--- src/rtl/ccg_bench_driver.sv ---
// ccg_bench_driver: stimulus/response harness for the CCGRCG combinational benchmarks.
// Drives LFSR patterns onto the benchmark inputs, compacts the responses into a
// 16-bit MISR and compares the final signature against a golden value.
//
// Ports:
//   clk        single clock
//   rst_n      synchronous active-low reset
//   start      run request (honoured in idle/done only)
//   abort      return to idle from run, signature frozen
//   seed_load  load seed_in into the seed register (idle/done only)
//   seed_in    new seed; zero falls back to SEED
//   golden     expected signature, sampled on the final capture edge
//   x          vector driven to the benchmark inputs (bit i -> xi)
//   f          benchmark outputs (bit 0 -> f1), combinational from x
//   busy       high while running
//   done       high once a run has completed
//   pass       signature matched golden (valid while done)
//   signature  MISR contents
//   pat_idx    index of the pattern currently on x
module ccg_bench_driver #(
    parameter int unsigned     IN_W        = 27,
    parameter int unsigned     OUT_W       = 11,
    parameter logic [IN_W-1:0] SEED        = 27'h0000001,
    parameter int unsigned     PATTERN_CNT = 1024,
    parameter int unsigned     SETTLE      = 0
) (
    input  logic             clk,
    input  logic             rst_n,
    input  logic             start,
    input  logic             abort,
    input  logic             seed_load,
    input  logic [IN_W-1:0]  seed_in,
    input  logic [15:0]      golden,
    output logic [IN_W-1:0]  x,
    input  logic [OUT_W-1:0] f,
    output logic             busy,
    output logic             done,
    output logic             pass,
    output logic [15:0]      signature,
    output logic [15:0]      pat_idx
);

    typedef enum logic [1:0] {StIdle, StRun, StDone} state_e;

    localparam logic [1:0]  HoldMax = 2'(SETTLE);
    localparam logic [15:0] LastIdx = 16'(PATTERN_CNT - 1);

    state_e          state_q;
    logic [IN_W-1:0] lfsr_q;
    logic [IN_W-1:0] seed_q;
    logic [15:0]     misr_q;
    logic [15:0]     pat_idx_q;
    logic [1:0]      hold_q;
    logic            busy_q;
    logic            done_q;
    logic            pass_q;

    logic [IN_W-1:0] lfsr_next;
    logic [15:0]     misr_next;
    logic [IN_W-1:0] seed_eff;

    always_comb begin
        // x^27 + x^5 + x^2 + x + 1
        lfsr_next = {lfsr_q[IN_W-2:0], lfsr_q[IN_W-1] ^ lfsr_q[4] ^ lfsr_q[1] ^ lfsr_q[0]};
        // x^16 + x^15 + x^13 + x^4 + 1, response folded into the low bits
        misr_next = {misr_q[14:0], misr_q[15] ^ misr_q[14] ^ misr_q[12] ^ misr_q[3]}
                    ^ 16'(f);
        // A load in the same cycle as start must seed the run it launches.
        seed_eff = seed_q;
        if (seed_load) begin
            seed_eff = (seed_in == '0) ? SEED : seed_in;
        end
    end

    always_ff @(posedge clk) begin
        if (!rst_n) begin
            state_q   <= StIdle;
            lfsr_q    <= SEED;
            seed_q    <= SEED;
            misr_q    <= '0;
            pat_idx_q <= '0;
            hold_q    <= '0;
            busy_q    <= 1'b0;
            done_q    <= 1'b0;
            pass_q    <= 1'b0;
        end else begin
            case (state_q)
                StIdle, StDone: begin
                    seed_q <= seed_eff;
                    if (start) begin
                        state_q   <= StRun;
                        lfsr_q    <= seed_eff;
                        misr_q    <= '0;
                        pat_idx_q <= '0;
                        hold_q    <= '0;
                        busy_q    <= 1'b1;
                        done_q    <= 1'b0;
                        pass_q    <= 1'b0;
                    end
                end
                StRun: begin
                    if (abort) begin
                        state_q <= StIdle;
                        hold_q  <= '0;
                        busy_q  <= 1'b0;
                        done_q  <= 1'b0;
                        pass_q  <= 1'b0;
                    end else if (hold_q != HoldMax) begin
                        hold_q <= hold_q + 2'd1;
                    end else begin
                        // Capture edge: f has had SETTLE+1 cycles to settle.
                        misr_q    <= misr_next;
                        lfsr_q    <= lfsr_next;
                        pat_idx_q <= pat_idx_q + 16'd1;
                        hold_q    <= '0;
                        if (pat_idx_q == LastIdx) begin
                            state_q <= StDone;
                            busy_q  <= 1'b0;
                            done_q  <= 1'b1;
                            pass_q  <= (misr_next == golden);
                        end
                    end
                end
                default: state_q <= StIdle;
            endcase
        end
    end

    assign x         = lfsr_q;
    assign busy      = busy_q;
    assign done      = done_q;
    assign pass      = pass_q;
    assign signature = misr_q;
    assign pat_idx   = pat_idx_q;

endmodule

--- config.mk ---
export PLATFORM = sky130hd
export DESIGN_NAME = ccg_bench_driver
export DESIGN_NICKNAME = d
export VERILOG_FILES = /design/src/rtl/ccg_bench_driver.sv
export SDC_FILE = /design/constraint.sdc
export NUM_CORES = 1
export LEC_CHECK = 0
export ABC_AREA = 0
export BUFFER_PORTS_ARGS = -buffer_cell sky130_fd_sc_hd__buf_2
export CORE_MARGIN = 2
export CORE_UTILIZATION = 45
export DETAILED_ROUTE_END_ITERATION = 7
export PLACE_DENSITY = 0.79
export SETUP_SLACK_MARGIN = 0.5
export SYNTH_ARGS = -nofsm -noshare
export SYNTH_HDL_FRONTEND = slang
export SYNTH_SLANG_ARGS = --single-unit
--- constraint.sdc ---
create_clock -name clk -period 2.54 [get_ports clk]
set_input_delay 0.508 -clock clk [delete_from_list [all_inputs] [get_ports clk]]
set_output_delay 0.508 -clock clk [all_outputs]
set_load 0.01 [all_outputs]
==> results of run 1 <==
[layer usage]
| layer | vias up | GRT usage [%] | part of all wire (%) |
|---|---|---|---|
| li1 | 1958 | - | - |
| met1 | 1821 | 25.4 | 46 |
| met2 | 96 | 33.5 | 48 |
| met3 | 18 | 3.51 | 4.2 |
| met4 | 0 | 8.49 | 2.0 |
| met5 | - | 0 | 0 |
[cells in the mapped netlist]
master     count  area [um2]
dfxtp_1       93        1860
nand2_1       47         176
nor2_1        46         173
nor2b_1       40         250
o21ai_0       29         145
mux2i_1       28         280
and2_1        26         163
xnor2_1       26         228
a221oi_1      24         210
xor2_1        19         166
nand3_1       18        90.1
clkbuf_1      15        56.3
buf_2         14        70.1
a21boi_0      12        90.1
nor4_1        11        68.8
a31oi_1        7        43.8
inv_1          5        18.8
nand4_1        5        31.3
a21oi_1        4        20.0
buf_4          4        30.0
and3_1         3        18.8
and4_1         3        26.3
ha_1           3        37.5
a32oi_1        2        17.5
nand2b_1       2        12.5
nor2_2         2        12.5
o211ai_1       2        15.0
a2111oi_4      1        27.5
a211oi_1       1        7.51
a211oi_2       1        12.5
and4bb_2       1        12.5
buf_1          1        3.75
nand4bb_4      1        27.5
nor2_8         1        20.0
nor3_1         1        5.00
nor3b_1        1        7.51
nor3b_2        1        12.5
o2111ai_1      1        8.76
o21a_1         1        7.51
o221a_2        1        11.3
o31a_1         1        8.76
xnor3_1        1        22.5
[state kept, by name, indices dropped and copies added (netlist names)]
register	cells
seed_q	27
x	27
pat_idx	16
signature	16
hold_q	2
state_q	2
busy	1
done	1
pass	1
[where the power goes]
group | switching [mW] | leakage, nW | internal, mW | total (mW)
Clock | 0.502 | 0.0926 | 0.432 | 0.934
Sequential | 0.0491 | 0.759 | 1.52 | 1.57
Combinational | 0.250 | 1.38 | 0.204 | 0.454
Total | 0.801 | 2.23 | 2.16 | 2.96
[per-stage QoR]
step	area (um2)	std cells	utilization, %	hold slack (ns)
6_report	5360	748	55.1	0.434
5_1_grt	5360	748	55.1	0.434
4_1_cts	5360	748	55.1	0.427
3_5_place_dp	5190	733	53.3	0.469
3_3_place_gp	5190	733	53.3	0.446
2_1_floorplan	4510	505	-	0.452
[placed cells by master, fill, tap and decap left out, types with 5 or more instances in the layout]
cell and count:
xor2_1 19, and2_1 26, a31oi_1 7, inv_1 5, nand3_1 18, nor2b_1 40, nor2_1 46, xnor2_1 26
a21boi_0 12, nand4_1 5, clkbuf_8 12, mux2i_1 28, buf_2 120, o21ai_0 29, a221oi_1 24, buf_4 9
dfxtp_1 92, nor4_1 11, nand2_1 47
[worst min-delay path by stage]
stage	slack, ns	cells past startpoint	to	from
after floorplan	0.45	2	seed_q[0]$_SDFFE_PN1P_	seed_q[0]$_SDFFE_PN1P_
after global placement	0.45	2	pass$_SDFFE_PN0P_	pass$_SDFFE_PN0P_
after detailed placement	0.47	2	pass$_SDFFE_PN0P_	pass$_SDFFE_PN0P_
after CTS	0.43	2	done$_SDFFE_PN0P_	abort
after global routing	0.43	2	done$_SDFFE_PN0P_	abort
final	0.43	2	done$_SDFFE_PN0P_	abort
[final cells by class]
class	count	share of cell area [%]
clock buffers	14	3.22
flip-flops and latches	93	34.7
clock inverters	1	0.0933
inverters	5	0.350
multi-input cells	373	46.0
repair buffers	129	12.5
well taps	133	3.10
[cells by family (layout without fill, tap and decap cells)]
family | count (synthesis) | after routing | synth area share [%]
muxes | 28 | 28 | 6.22
AOI/OAI and AO/OA | 87 | 87 | 13.9
xor gates and xnor gates | 46 | 46 | 9.24
and+or+nand+nor | 209 | 209 | 24.6
adders and majority gates | 3 | 3 | 0.833
DFF | 93 | 93 | 41.3
buffers and inverters | 39 | 149 | 3.97
==> metrics.md, run 1 <==
| Metric | Value |
|---|---|
| Outcome | completed |
| Critical path class | register to register |
| Die area | 0.0108 mm2 |
| Pwr dens | 552 mW/mm2 |
| Initial detailed-routing violation count | 146 |
| Via-to-Cell Ratio | 5.20 |
| Slew HR | about two thirds |
| Synth unique cells | 42 |
| Worst endpoint required time | 2.78 ns |
| Routability cong. | a little over 0.8 |
| CTS H-tree depth | 3 |
| Layout cells sized above 1 | 24.9% |
| Syn Area/Cell | around 8.9 um2 |
| Post-CTS Setup Inserts | 0 |
| Filler cells | around 910 |
| Worst Max-Slew Pin Slew | 0.497 ns |
| Root buffer cell | clkbuf_8 |
| Storage cell area | approximately 0.0019 mm2 |
| Fin crit period | between 1.5 and 2 ns |
| Clock Tree Buf Depth | 2 |
| Final hold viol count | 0 |
| Drt pass-1 iters | 4 |
| RSZ-0062 raised after global routing | no |
| Worst EP arrival | 2.03 ns |
| Warnings from Yosys | 0 |
| Final clock skew | 0.00755 ns |
| Post-Syn Instances | 505 |
| Clock Latency Late Sink | 0.36 ns |
| CTS Buf Count | 9 |
| Final slew viol count | 0 |
| WL/cell | 14.3 um |
| Sequential fraction of the synthesis area | 41.3% |
| Pre-CTS setup slack | 0.590 ns |
| Setup ws final | 0.756 ns |
| CTS Sinks | 93 |
| Area added between synthesis and finish | 19.0% |
| Crit path max fanout | 5 |
| FF-to-FF End | pat_idx[15]$_SDFFE_PN0P_ |
| Worst-path clk slew | roughly 0.080 ns |
| F_max | about 560 MHz |
| DRC Markers | 0 |
| Maximum VDD drop | 0.000207 V |
| WP depth | 7 |
| # IOs | 121 |
| CP Buf/Inv Count | 1 |
| Setup violators final | 0 |
| Startpoint Class | register |
| Drt total wl | 10700 um |
| Largest net degree at the start of global routing | 54 |
| Leakage | about 2.2 nW |
| Die Width | 104 um |
| Slowest stage delay, CP | 0.49 ns |
| Setup TNS | 0 ns |
| Pwr Total | 2.96 mW |
| DIE HEIGHT | 104 um |
| Vias | 3893 |
| CP top delay family | compound AO/OA/AOI/OAI gates |
| Number of global-route vias before repair | 3812 |
| Worst path slowest cell | a2111oi_4 |
| Area of the multi-input gates | approximately 0.0025 mm2 |
| CTS tree | built |
| Remaining Overflow, GRT | 0 |
| Cts repair resizes | 0 |
| R2R depth | 7 |
| Final ANT Viol Nets | 0 |
| Core area | slightly below 0.01 mm2 |
| Starting Density | 46.3% |
| Critical path, cell by cell | inv_1, ha_1, nand4bb_4, a2111oi_4, nand4_1, xor2_1, nor2_2 |
| Port bufs | 120 |
| Flip-flop and latch count after synthesis | 93 |
| Wire length of the first global-routing pass | 18000 um |
| Crit end category | register |
| Max-Cap Viols | 0 |
| Net count after synthesis | roughly 570 |
| Antenna Cells | 0 |
| Setup crit start | hold_q[0]$_SDFFE_PN0P_ |
| Initial antenna violation count | 0 |
| Synthesized cell area | 0.00451 mm2 |
| Minimum setup slack among reg-to-reg paths | between 0.7 and 0.8 ns |
| Fin nets | slightly below 700 |
| # hold bufs at CTS | 0 |
| Tcrit/Tclk final | 70.2% |
| CP Capture Point | pat_idx[15]$_SDFFE_PN0P_ |
| Hold Crit Class | input pin to register |
| RR Startpoint | hold_q[0]$_SDFFE_PN0P_ |
| HPWL Detailed | about 7600 um |
| Num rows | 36 |
| Gr usage total | 20.0% |
No activity file was read; power rests on OpenSTA's default activity.
==> run 2: changes to the inputs <==
Settings changed: ABC_AREA 0 to 1, PLACE_DENSITY 0.79 to 0.81.
Clock period 2.54 ns to 1.6 ns, I/O delays scaled along.
==> run 2 against run 1 <==
  * Core utilization increased by 12 points
  * Cell area increased by 33%
  * First-iteration DRC count increased by 94%
  * Clock skew increased by 0.0092 ns
  * Critical path depth increased by 5
  * Die area increased by 7.9%
  * Synthesized area increased by 8.2%
  * Clock power increased by 91%
  * Hold slack got worse by 0.14 ns
  * Register-to-register slack got worse by 0.68 ns
  * Critical path type unchanged
  * Critical endpoint is now x[10]$_SDFFE_PN0P_
==> metrics.md, run 2 <==
| Metric | Value |
|---|---|
| WL/cell | 12.5 um (-12%) |
| Ys async rst share | 0% (unchanged) |
| Ranking of synthesized cells by area | dfxtp_1 (38%), nand2_1 (19%), inv_1 (9.7%), a21oi_1 (6.4%), o21ai_0 (6.1%) |
| Synth unique cells | 37 (-12%) |
| Area added between synthesis and finish | 46.4% |
| Area share of and/or/nand/nor cells after synthesis | 32.3% (+7.7 points) |
| Outcome | completed |
| Post-Syn Instances | 766 (+52%) |
| Fin crit period | 1.52 ns (-0.259 ns) |
| Post-synthesis compound-gate area fraction | 13.6% (-0.24 points) |
| Initial detailed-routing violation count | 283 (+94%) |
| Die area | 0.0117 mm2 (+7.9%) |
| Storage cell area | 0.00198 mm2 (+6.2%) |
| Crit end category | register |
| Sequential fraction of the synthesis area | 38.2% (-3.1 points) |
| Drt pass-1 iters | 6 (+2) |
| Max-Cap Viols | 0 (unchanged) |
| CTS tree | built |
| Initial antenna violation count | 1 (+1) |
| Design area | 0.00714 mm2 (+33%) |
| Worst Max-Slew Pin Slew | 0.326 ns (-0.170 ns) |
| Most frequent cells after synthesis | nand2_1 (245), inv_1 (126), dfxtp_1 (93), a21oi_1 (62), o21ai_0 (59) |
| XOR/XNOR Fraction of Synth Area | 2.33% (-6.9 points) |
| Warnings from Yosys | 0 (unchanged) |
| Synthesized cell area | 0.00488 mm2 (+8.2%) |
| Worst endpoint required time | 1.87 ns (-0.91 ns) |
| Via-to-Cell Ratio | 4.87 (-6.4%) |
| Flip-flop and latch count after synthesis | 93 (unchanged) |
| Synth area leader | dfxtp_1 |
| Root buffer cell | clkbuf_8 |
| CTS H-tree depth | 3 (unchanged) |
| Final slew viol count | 0 (unchanged) |
| RSZ-0062 raised after global routing | yes |
| Final hold viol count | 0 (unchanged) |
| Setup ws final | 0.0751 ns (-0.681 ns) |
| Commonest non-fill, non-tap cell in the layout | nand2_1 |
| Leakage | 3.57 nW (+60%) |
| Clock Tree Buf Depth | 2 (unchanged) |
| Filler cells | 899 (-1.4%) |
| Fin nets | 1005 (+49%) |
| Remaining Overflow, GRT | 0 (unchanged) |
| Pwr dens | 749 mW/mm2 (+36%) |
| Worst EP arrival | 1.79 ns (-0.24 ns) |
| DRC Markers | 0 (unchanged) |
| Number of flops mapped to enable cells by yosys | 0 (unchanged) |
| Area share of the largest cell type after synthesis | 38.2% (-3.1 points) |
| Drt total wl | 13600 um (+28%) |
| Most common cell in the synthesized netlist | nand2_1 |
| Final clock skew | 0.0167 ns (+0.00916 ns) |
| Number of global-route vias before repair | 4882 (+28%) |
| Hold Crit Class | input pin to register |
| Setup violators final | 0 (unchanged) |
| F_max | 656 MHz (+17%) |
| Synth Flop Type | dfxtp_1 |
| # IOs | 121 (unchanged) |
| Wire length of the first global-routing pass | 21600 um (+20%) |
| Net count after synthesis | 828 (+46%) |
| Routability cong. | 0.815 (-1.4%) |
| Commonest cells after routing, fill and taps aside | nand2_1 (232), inv_1 (119), buf_6 (64), buf_2 (63) |
| Largest net degree at the start of global routing | 55 (+1.9%) |
| Crit path max fanout | 7 (+2) |
| Core area | 0.0107 mm2 (+10%) |
| Syn Area/Cell | 6.37 um2 (-29%) |
| Layout cells sized above 1 | 35.5% (+11 points) |
| Area of the multi-input gates | 0.00259 mm2 (+4.7%) |
| Maximum VDD drop | 0.000592 V (+190%) |
| HPWL Detailed | 8710 um (+14%) |
| Tcrit/Tclk final | 95.3% (+25 points) |
| Port bufs | 120 (unchanged) |
| Critical path class | register to register |
| DIE HEIGHT | 108 um (+3.9%) |
| Post-synthesis mux area share | 0% (-6.2 points) |
| Vias | 5299 (+36%) |
| Largest family of logic cells by synthesized area | simple AND/OR/NAND/NOR gates |
| Finished Layout Cells | 1088 (+45%) |
| Final ANT Viol Nets | 0 (unchanged) |
| Startpoint Class | register |
| Placed cell count | 1013 (+38%) |
| Gr usage total | 22.9% (+2.9 points) |
| Starting Density | 45.6% (-0.72 points) |
| Num rows | 38 (+5.6%) |
| CTS Sinks | 93 (unchanged) |
| Placed cell area | 0.00577 mm2 (+11%) |
| Final core occ | 66.8% (+12 points) |
| Pre-CTS setup slack | 0.0271 ns (-0.563 ns) |
| Worst-path clk slew | 0.10 ns (+0.02 ns) |
| Pwr Total | 5.35 mW (+81%) |
| CTS Buf Count | 9 (unchanged) |
| Adder-Cell Fraction of Synth Area | 0.769% (-0.063 points) |
| Die Width | 108 um (+3.9%) |
| Clock Latency Late Sink | 0.36 ns (about the same) |
| Slew HR | 78.3% (+11 points) |
run 2: path summary, 6_finish.rpt:
check / startpoint / slack [ns] / to / depth (start not counted)
setup / recovery: hold_q[0]$_SDFFE_PN0P_ / 0.08 / x[10]$_SDFFE_PN0P_ / 12
hold / removal: f[10] / 0.29 / signature[10]$_SDFFE_PN0P_ / 4
setup reg to reg: hold_q[0]$_SDFFE_PN0P_ / 0.08 / x[10]$_SDFFE_PN0P_ / 12
hold reg to reg: hold_q[0]$_SDFFE_PN0P_ / 0.47 / hold_q[0]$_SDFFE_PN0P_ / 2
run 2: what timing repair did:
item,CTS,global route
hold buffers,0,0
endpoints found under the setup margin,154,150
cloned,2,1
pin swaps,7,9
resized for setup,146,47
buffers inserted,43,13
run 2: logic make-up after synthesis:
group | Yosys count
buffers and inverters | 160
xor gates and xnor gates | 13
and+or+nand+nor | 368
adders and majority gates | 3
AOI/OAI and AO/OA | 129
DFF | 93
run 2: cell type report:
cell class,instances,area share [%]
Clock buffer,10,1.93
Timing Repair Buffer,196,23.4
Antenna cell,1,0.0350
Multi-Input combinational cell,513,36.2
Sequential cell,93,27.7
Inverter,130,7.15
Tap cell,140,2.45
Clock inverter,5,1.16
run 2: report_power, final:
group	leakage (nW)	total (mW)	switching, mW	internal [mW]
Sequential	0.794	2.50	0.0697	2.43
Clock	0.109	1.78	0.858	0.922
Combinational	2.66	1.08	0.583	0.492
run 2: worst max-delay path, stage by stage (launching register included):
cell and delay, ns:
dfxtp_2 0.34, inv_2 0.05, ha_4 0.15, inv_2 0.06
nor2_4 0.03, nand2_4 0.10, buf_4 0.18, clkinv_8 0.11
buf_8 0.15, nand2_1 0.06, nand3_1 0.10, nand2_1 0.07
inv_1 0.04
run 2: per-layer routing:
layer | share of wire (%) | global-route usage [%] | routed length, um
met2 | 50 | 39.8 | 6870
met4 | 2.0 | 8.06 | 267
met5 | 0 | 0 | 0
met1 | 43 | 28.5 | 5820
met3 | 4.8 | 4.04 | 652
run 2: stage by stage:
step / TNS [ns] / hold slack [ns]
final: 0 / 0.290
after global routing: -0.0514 / 0.310
after CTS: 0 / 0.284
after detailed placement: 0 / 0.462
after global placement: 0 / 0.454
after floorplan: 0 / 0.441
==> run 3: changes to the inputs <==
Settings changed: ABC_AREA 1 to unset, PLACE_DENSITY 0.81 to 0.7.
==> run 3 against run 2 <==
  * The run now ends with negative setup slack left
  * Non-clock buffer count up 25
  * Sequential cell count unchanged
  * Hold slack worse by 0.019 ns
  * Wire length up 17%
  * Global-route usage up 2.3 points
  * Cell count down 23%
  * Total power up 9.2%
==> metrics.md, run 3 (synthesized netlist as in run 1, its figures left out) <==
| Metric | Value |
|---|---|
| Failing checks | negative setup slack |
| WL/cell | 18.8 um (+50%) |
| Commonest cells after routing, fill and taps aside | buf_6 (82), buf_4 (59), buf_2 (58), dfxtp_2 (46), nor2_1 (40) |
| Number of global-route vias before repair | 4384 (-10%) |
| Slew HR | 76.0% (-2.2 points) |
| Die Width | 104 um (-3.7%) |
| Vias | 4636 (-13%) |
| Commonest non-fill, non-tap cell in the layout | buf_6 |
| Antenna Cells | 0 (-1) |
| Placed cell area | 0.00549 mm2 (-4.8%) |
| Setup violators final | 55 (+55) |
| Worst Max-Slew Pin Slew | 0.359 ns (+0.0331 ns) |
| Starting Density | 46.3% (+0.72 points) |
| Setup TNS | -5.19 ns (-5.19 ns) |
| Max-Cap Viols | 0 (unchanged) |
| Worst hold slack | 0.271 ns (-0.0194 ns) |
| Root buffer cell | clkbuf_8 |
| Wire length of the first global-routing pass | 22100 um (+2.5%) |
| Pwr Total | 5.84 mW (+9.2%) |
| Critical path class | register to register |
| Worst endpoint required time | 1.85 ns (-0.02 ns) |
| Maximum VDD drop | 0.000487 V (-18%) |
| Port bufs | 120 (unchanged) |
| Worst-path clk slew | 0.10 ns (about the same) |
| Layout cells sized above 1 | 57.9% (+22 points) |
| DIE HEIGHT | 104 um (-3.7%) |
| RSZ-0062 raised after global routing | yes |
| Worst EP arrival | 2.16 ns (+0.37 ns) |
| Clock Tree Buf Depth | 2 (unchanged) |
| Num rows | 36 (-5.3%) |
| Fin crit period | 1.92 ns (+0.390 ns) |
| Area added between synthesis and finish | 70.2% |
| Tcrit/Tclk final | 120% (+24 points) |
| Crit end category | register |
| CTS Sinks | 93 (unchanged) |
| # IOs | 121 (unchanged) |
| Remaining Overflow, GRT | 0 (unchanged) |
| Final slew viol count | 0 (unchanged) |
| CTS H-tree depth | 3 (unchanged) |
| Final ANT Viol Nets | 0 (unchanged) |
| Final hold viol count | 0 (unchanged) |
| Core area | 0.00973 mm2 (-9.1%) |
| Fin nets | 767 (-24%) |
| Initial antenna violation count | 0 (-1) |
| HPWL Detailed | 7740 um (-11%) |
| Gr usage total | 25.3% (+2.3 points) |
| Drt pass-1 iters | 5 (-1) |
| Final core occ | 78.9% (+12 points) |
| # hold bufs at CTS | 0 (unchanged) |
| Design area | 0.00767 mm2 (+7.4%) |
| Pwr dens | 761 mW/mm2 (+1.7%) |
| DRC Markers | 0 (unchanged) |
| Crit path max fanout | 3 (-4) |
| Setup ws final | -0.315 ns (-0.390 ns) |
| Hold Crit Class | input pin to register |
| Final clock skew | 0.0116 ns (-0.00512 ns) |
| Clock Latency Late Sink | 0.37 ns (about the same) |
| Startpoint Class | register |
| CTS tree | built |
| Filler cells | 582 (-35%) |
| Leakage | 3.17 nW (-11%) |
| CTS Buf Count | 9 (unchanged) |
| Initial detailed-routing violation count | 339 (+20%) |
| Die area | 0.0108 mm2 (-7.3%) |
| F_max | 522 MHz (-20%) |
| Outcome | complete, but fails checks |
| Drt total wl | 15900 um (+17%) |
| Routability cong. | 0.824 (+1.1%) |
| Via-to-Cell Ratio | 5.50 (+13%) |
| Largest net degree at the start of global routing | 80 (+45%) |
-- run 3: metal layers --
metal / wire [um] / up-vias / track usage, % / part of all wire [%]
li1: - / 2165 / - / -
met1: 6550 / 2253 / 32.3 / 41
met2: 8080 / 186 / 43.2 / 51
met3: 868 / 32 / 4.32 / 5.5
met4: 365 / 0 / 8.40 / 2.3
met5: 0 / - / 0 / 0
-- run 3: path summary, 6_finish.rpt --
kind | start | to | slack (ns) | cells past startpoint
setup / recovery | hold_q[0]$_SDFFE_PN0P_ | pat_idx[9]$_SDFFE_PN0P_ | -0.32 | 7
hold / removal | f[3] | signature[3]$_SDFFE_PN0P_ | 0.27 | 4
setup reg to reg | hold_q[0]$_SDFFE_PN0P_ | pat_idx[9]$_SDFFE_PN0P_ | -0.32 | 7
hold reg to reg | pass$_SDFFE_PN0P_ | pass$_SDFFE_PN0P_ | 0.47 | 2
-- run 3: worst max-delay path: stages, from the launching register on --
cell and delay, ns:
dfxtp_2 0.34, inv_2 0.07, ha_4 0.15, nand4bb_4 0.15, a2111oi_4 0.46, nand4_1 0.21
xor2_1 0.32, nor2_2 0.08
-- run 3: metrics by stage --
| stage | worst slack, ns | cells |
|---|---|---|
| 6_report | -0.315 | 843 |
| 4_1_cts | -0.0561 | 824 |
| 2_1_floorplan | 0.0878 | 505 |
| 3_3_place_gp | -0.0479 | 752 |
| 5_1_grt | -0.330 | 843 |
| 3_5_place_dp | -0.0817 | 752 |
-- run 3: power breakdown --
part           switching (mW)  total, mW  leakage [nW]  internal, mW
Combinational           0.638       1.34          2.25         0.697
Clock                   0.881       2.01         0.127          1.13
Sequential             0.0925       2.50         0.794          2.41
Total                    1.61       5.84          3.17          4.23
-- run 3: final cells by class --
type / count / area, um2 / area share [%]
Clock buffer: 10 / 149 / 1.94
Clock inverter: 6 / 108 / 1.40
Tap cell: 133 / 166 / 2.17
Sequential cell: 93 / 1990 / 25.9
Inverter: 5 / 18.8 / 0.245
Multi-Input combinational cell: 375 / 3100 / 40.4
Timing Repair Buffer: 221 / 2140 / 27.9
-- run 3: what timing repair did --
| action | 4_1_cts | 5_1_grt |
|---|---|---|
| cloned | 7 | 4 |
| setup buffers | 49 | 15 |
| setup endpoints to repair | 155 | 155 |
| endpoints found under the hold margin | 0 | 0 |
| resized for setup | 189 | 119 |
| pin swaps | 26 | 21 |
